$ cat src/rtl/serial_word_comparator.sv
// Serial MSB-first magnitude comparator: DIGIT_W bits per accepted beat, N_DIGITS beats per word.
// Define SERIAL_WORD_COMPARATOR_SIGNED_EN to compare two's-complement words instead of unsigned.
module serial_word_comparator #(
  parameter int DIGIT_W  = 1,
  parameter int N_DIGITS = 8
) (
  input  logic               clk,
  input  logic               rst,
  input  logic               clear,
  input  logic               in_valid,
  input  logic [DIGIT_W-1:0] a,
  input  logic [DIGIT_W-1:0] b,
  output logic               busy,
  output logic               out_valid,
  output logic               a_less_b,
  output logic               a_eq_b,
  output logic               a_greater_b
);

  localparam int CNT_W = (N_DIGITS > 1) ? $clog2(N_DIGITS) : 1;
  localparam logic [CNT_W-1:0] LAST_CNT = CNT_W'(N_DIGITS - 1);

  logic [CNT_W-1:0] r_cnt;
  logic             r_run_eq;
  logic             r_run_gt;
  logic             r_out_valid;
  logic             r_lt;
  logic             r_eq;
  logic             r_gt;

  logic               w_first;
  logic               w_last;
  logic               w_eq;
  logic               w_gt;
  logic [DIGIT_W-1:0] w_a_dig;
  logic [DIGIT_W-1:0] w_b_dig;
  logic               w_eq_n;
  logic               w_gt_n;
  logic               w_lt_n;

  assign w_first = (r_cnt == '0);
  assign w_last  = (r_cnt == LAST_CNT);

  // A word starts fresh on digit 0 regardless of what the running state holds.
  assign w_eq = w_first ? 1'b1 : r_run_eq;
  assign w_gt = w_first ? 1'b0 : r_run_gt;

`ifdef SERIAL_WORD_COMPARATOR_SIGNED_EN
  // Offset-binary mapping: flipping the sign bit of the leading digit makes
  // an unsigned compare order two's-complement words correctly.
  logic [DIGIT_W-1:0] w_flip;
  always_comb begin
    w_flip = '0;
    w_flip[DIGIT_W-1] = w_first;
  end
  assign w_a_dig = a ^ w_flip;
  assign w_b_dig = b ^ w_flip;
`else
  assign w_a_dig = a;
  assign w_b_dig = b;
`endif

  assign w_eq_n = w_eq & (w_a_dig == w_b_dig);
  assign w_gt_n = w_gt | (w_eq & (w_a_dig > w_b_dig));
  assign w_lt_n = ~w_eq_n & ~w_gt_n;

  always_ff @(posedge clk) begin
    if (rst) begin
      r_cnt       <= '0;
      r_run_eq    <= 1'b1;
      r_run_gt    <= 1'b0;
      r_out_valid <= 1'b0;
      r_lt        <= 1'b0;
      r_eq        <= 1'b1;
      r_gt        <= 1'b0;
    end else begin
      r_out_valid <= 1'b0;
      if (clear) begin
        r_cnt    <= '0;
        r_run_eq <= 1'b1;
        r_run_gt <= 1'b0;
      end else if (in_valid) begin
        if (w_last) begin
          r_cnt       <= '0;
          r_run_eq    <= 1'b1;
          r_run_gt    <= 1'b0;
          r_out_valid <= 1'b1;
          r_lt        <= w_lt_n;
          r_eq        <= w_eq_n;
          r_gt        <= w_gt_n;
        end else begin
          r_cnt    <= r_cnt + CNT_W'(1);
          r_run_eq <= w_eq_n;
          r_run_gt <= w_gt_n;
        end
      end
    end
  end

  assign busy        = (r_cnt != '0);
  assign out_valid   = r_out_valid;
  assign a_less_b    = r_lt;
  assign a_eq_b      = r_eq;
  assign a_greater_b = r_gt;

endmodule
$ cat config.mk
export PLATFORM = sky130hd
export DESIGN_NAME = serial_word_comparator
export DESIGN_NICKNAME = d
export VERILOG_FILES = /design/src/rtl/serial_word_comparator.sv
export SDC_FILE = /design/constraint.sdc
export NUM_CORES = 1
export LEC_CHECK = 0
export BUFFER_PORTS_ARGS = -buffer_cell sky130_fd_sc_hd__buf_2
export CORE_AREA = 3 3 40 42
export DETAILED_ROUTE_END_ITERATION = 7
export DIE_AREA = 0 0 43 45
export PLACE_DENSITY = 0.59
export SYNTH_ARGS = -nofsm -noshare
export SYNTH_HDL_FRONTEND = slang
export SYNTH_SLANG_ARGS = --single-unit
export TNS_END_PERCENT = 30
$ cat constraint.sdc
create_clock -name clk -period 2.65 [get_ports clk]
set_input_delay 0.265 -clock clk [delete_from_list [all_inputs] [get_ports clk]]
set_output_delay 0.265 -clock clk [all_outputs]
set_load 0.01 [all_outputs]
# Yosys cells after proc, flatten, opt, wreduce, memory -nomap -nowiden
# Cells that the tools add are included.
[totals]
reg_bits = 9
in_bits = 6
out_inout_bits = 5
[classes]
n_addsub = 1
order_cmp = 1
n_eq_ne = 2
muxes = 6
n_bitwise = 8
n_reduce_logical = 5
[ops]
columns = ["operator", "n"]
rows = [
  ["$mux 1", 5],
  ["$not 1->1", 4],
  ["$add 3x1->3 const B", 1],
  ["$and 1x1->1", 3],
  ["$eq 3x3->1 const B", 1],
  ["$logic_not 3->1", 1],
  ["$mux 3", 1],
  ["$reduce_and 3->1", 1],
  ["$reduce_bool 3->1", 1],
  ["$reduce_or 3->1", 1],
  ["$reduce_or 2->1", 1],
  ["$eq 1x1->1", 1],
  ["$gt 1x1->1", 1],
  ["$or 1x1->1", 1],
]

# Depth between registers and ports, before layout
[depth]
word_depth = 6
depth_mapped = 7
depth_no_buf = 7

# Worst setup path after synthesis
# OpenSTA, ideal clock, no wires.
[synth_path]
kind = "reg2reg"
startpoint = "reg r_cnt[0]"
endpoint = "reg r_run_gt"
setup_ns = 0.115
t_arrival_ns = 1.138
required_time_ns = 2.535
path_slack_ns = 1.397
path_stages_with_launch = 7
cell_sequence = "dfxtp_1 -> inv_1 -> ha_1 -> nor2b_2 -> o21ai_0 -> o22ai_1 -> and2_1"
[synth_via]
elab_chain_cells = 5
[synth_lines]
columns = ["item", "line_no", "text"]
rows = [
  ["start: declaration", "23", "logic [CNT_W-1:0] r_cnt;"],
  ["start signal: assignment", "92", "r_cnt <= r_cnt + CNT_W'(1);"],
  ["$logic_not 3->1", "41", "assign w_first = (r_cnt == '0);"],
  ["$mux 1", "45", "assign w_eq = w_first ? 1'b1 : r_run_eq;"],
  ["$and 1x1->1", "64", "assign w_gt_n = w_gt | (w_eq & (w_a_dig > w_b_dig));"],
  ["$or 1x1->1", "64", ""],
  ["$mux 1 (*)", "83", "if (w_last) begin"],
  ["end signal: assignment", "94", "r_run_gt <= w_gt_n;"],
  ["end: declaration", "25", "logic r_run_gt;"],
]
# Mark *: on every way between the ends. The rest lies on a longest branch, timed or not.
# A chain may end at the register's enable or synchronous reset.

# Final worst setup path
[layout_path]
startpoint = "reg r_cnt[0]"
endpoint = "out busy"
[layout_via]
elab_chain_cells = 1
[layout_lines]
columns = ["item", "line_no", "text"]
rows = [
  ["$reduce_bool 3->1", "100", "assign busy = (r_cnt != '0);"],
  ["end: declaration", "13", "output logic busy,"],
]
# No other way between the ends.

==> impl_metrics.tcl <==
set metrics [dict create \
    post-route-min-period_ns 1.47 \
    drt_pre_antenna_iters 2 \
    die-area_um2 1940 \
    cpLargestDelayFamily "flip-flops" \
    die_x_um 43 \
    clockBufferDepth 2 \
    rsz0062_at_grt "no" \
    numPortBuffers 10 \
    crit_slowest_cell "dfxtp_1" \
    power.leakage_uw 0.000253 \
    synth.avg_cell_area_um2 9.29 \
    synth_top_area_share_pct 43.1 \
    crit_path_max_incr_delay_ns 0.31 \
    fin_setup_tns_ns 0 \
    yosys_most_used_dff "dfxtp_1" \
    synth_most_common_cell "dfxtp_1" \
    critPathCaptureType "primary output" \
    ys_top_cells_by_area "dfxtp_1 43%, ha_1 12%, o22ai_1 6.0%" \
    hold_violations 0 \
    yosys_register_bits 9 \
    dieHeight_um 45 \
    critPathBufInv 3 \
    avgRoutedWirePerCell_um 10.1 \
    worst_hold_slack_ns 0.205 \
    cp_data_required_time_ns 2.38 \
    clock_latency_ns 0.25 \
    antenna_found_initial 0 \
    drt_wl_total_um 749 \
    status "finished clean" \
    drc 0 \
    synth_area_um2 418 \
    gp_congestion 0.734 \
    cp.arrival_ns 1.21 \
    h-tree-depth 1 \
    crit_chain "inv_1 -> ha_1 -> nor2b_2 -> inv_1 -> buf_2" \
    maxCapViolCount 0 \
    ys_warn_count 0 \
    tightest_slew_ns 0.252 \
    cts_buffers 3 \
    final_area_um2 513 \
    n_antenna_cell 0 \
    yosysSeqAreaShare_pct 43.1 \
    clkTransAtPathRegs_ns 0.06 \
    grt_max_degree 8 \
    antenna_left 0 \
    power_uw 263 \
    cts_sinks 9 \
    fin_worst_skew_ns 0.00193 \
    num_io_pins 11 \
    critPathMostFrequentCell "inv_1" \
    hpwl_um 611 \
    overflow 0 \
    nets 70 \
    area_delta_synth_final_pct 22.8 \
    start_util_pct 32.5 \
    rows 13 \
    top_layer_used "met4" \
    vias 344 \
    wl_met1_um 362 \
    cts_resized 0 \
    relSlewSlack_pct 83.0 \
    grt_pass1_vias 294 \
    cts_setup_buffers 0 \
    netlist_top_cells_count "9 x dfxtp_1, 6 x inv_1, 5 x nor2_1" \
    critical_path_class "register to primary output" \
    synth_fp_nets 55 \
    viasPerCell 4.65 \
    cts_tree "built" \
    netlist_instances 45 \
    powerDensity_nw_per_um2 513 \
    wl_met3_um 63 \
    max_freq_mhz 679 \
    drtIter0Drc 4 \
    synth_edf_count 0 \
    cts.hold.buffers_added 0 \
    cts_root_buf "clkbuf_4" \
    placed_area_um2 487 \
    drv_slew 0 \
    drive_gt1_share_pct 25.4 \
    grt_pass1_wl_um 1230 \
    coreArea_um2 1280 \
    path_max_fanout 5 \
    track_usage_pct 9.02 \
    hold_path_class "input port to register" \
    setup_viol 0 \
    start_kind "register" \
    fin_util_pct 39.9 \
    period_share_pct 55.6 \
    routed-wl-met2_um 315 \
    synthArstFlopShare_pct 0 \
    irDropWorstVdd_uv 232 \
    synth_cell_types 18 \
    synth_area_leader_cell "dfxtp_1" \
]
==> state kept, by name (all words and copies together) (netlist names) <==
signal       cells
r_run_eq         1
a_eq_b           1
r_run_gt         1
a_greater_b      1
a_less_b         1
out_valid        1
r_cnt            3
==> final cells by class <==
cell class	count	area [um2]
clock buffer	4	26.3
inverter	6	22.5
fill	140	772
multi-input combinational	30	215
timing repair buffer	10	50.0
tap	15	18.8
sequential	9	180
==> cells by family after synthesis <==
family | count (synthesis) | synth area share (%)
and+or+nand+nor | 14 | 18.3
AOI/OAI and AO/OA | 10 | 16.5
DFF | 9 | 43.1
buffers and inverters | 6 | 5.39
adders and majority gates | 4 | 12.0
muxes | 2 | 4.79
==> worst paths after layout <==
check	end	from	slack, ns	cells after the start
worst min register to register	a_greater_b$_SDFFE_PP0P_	a_greater_b$_SDFFE_PP0P_	0.48	2
worst max-delay path	busy	r_cnt[0]$_SDFFE_PP0P_	1.18	5
worst max register to register	r_run_gt$_SDFFE_PP0P_	r_cnt[0]$_SDFFE_PP0P_	1.29	6
worst min-delay path	r_cnt[2]$_SDFFE_PP0P_	clear	0.20	2
==> routing by layer <==
| layer | global-route usage [%] | up-vias |
|---|---|---|
| met4 | 3.61 | 0 |
| li1 | - | 186 |
| met1 | 11.2 | 147 |
| met3 | 7.17 | 2 |
| met2 | 11.4 | 9 |
| met5 | 0 | - |
==> layout by cell type, fill, tap and decap left out, types with 2 or more instances in the layout <==
cell type	instances
buf_2	10
dfxtp_1	9
inv_1	6
nor2_1	5
o22ai_1	4
ha_1	4
and2_1	3
clkbuf_4	3
mux2i_1	2
nand2_1	2
==> power breakdown <==
part | switching, uW | total [uW] | internal [uW]
registers | 1.22 | 138 | 137
clock network | 42.4 | 100 | 57.7
logic | 13.4 | 24.9 | 11.5
==> per-stage QoR <==
| stage | worst slack (ns) | instances |
|---|---|---|
| CTS | 1.15 | 74 |
| finish | 1.18 | 74 |
| detailed placement | 1.30 | 70 |
| floorplan | 1.40 | 45 |
| global route | 1.02 | 74 |
| global placement | 1.29 | 70 |
==> worst register-to-register path, cell delays in order, from the launching register on <==
cell and delay (ns):
dfxtp_1 0.33, inv_1 0.06, ha_1 0.19, nor2b_2 0.17, o21ai_0 0.23, o22ai_1 0.12, and2_1 0.16
No activity file was read; power rests on OpenSTA's default activity.
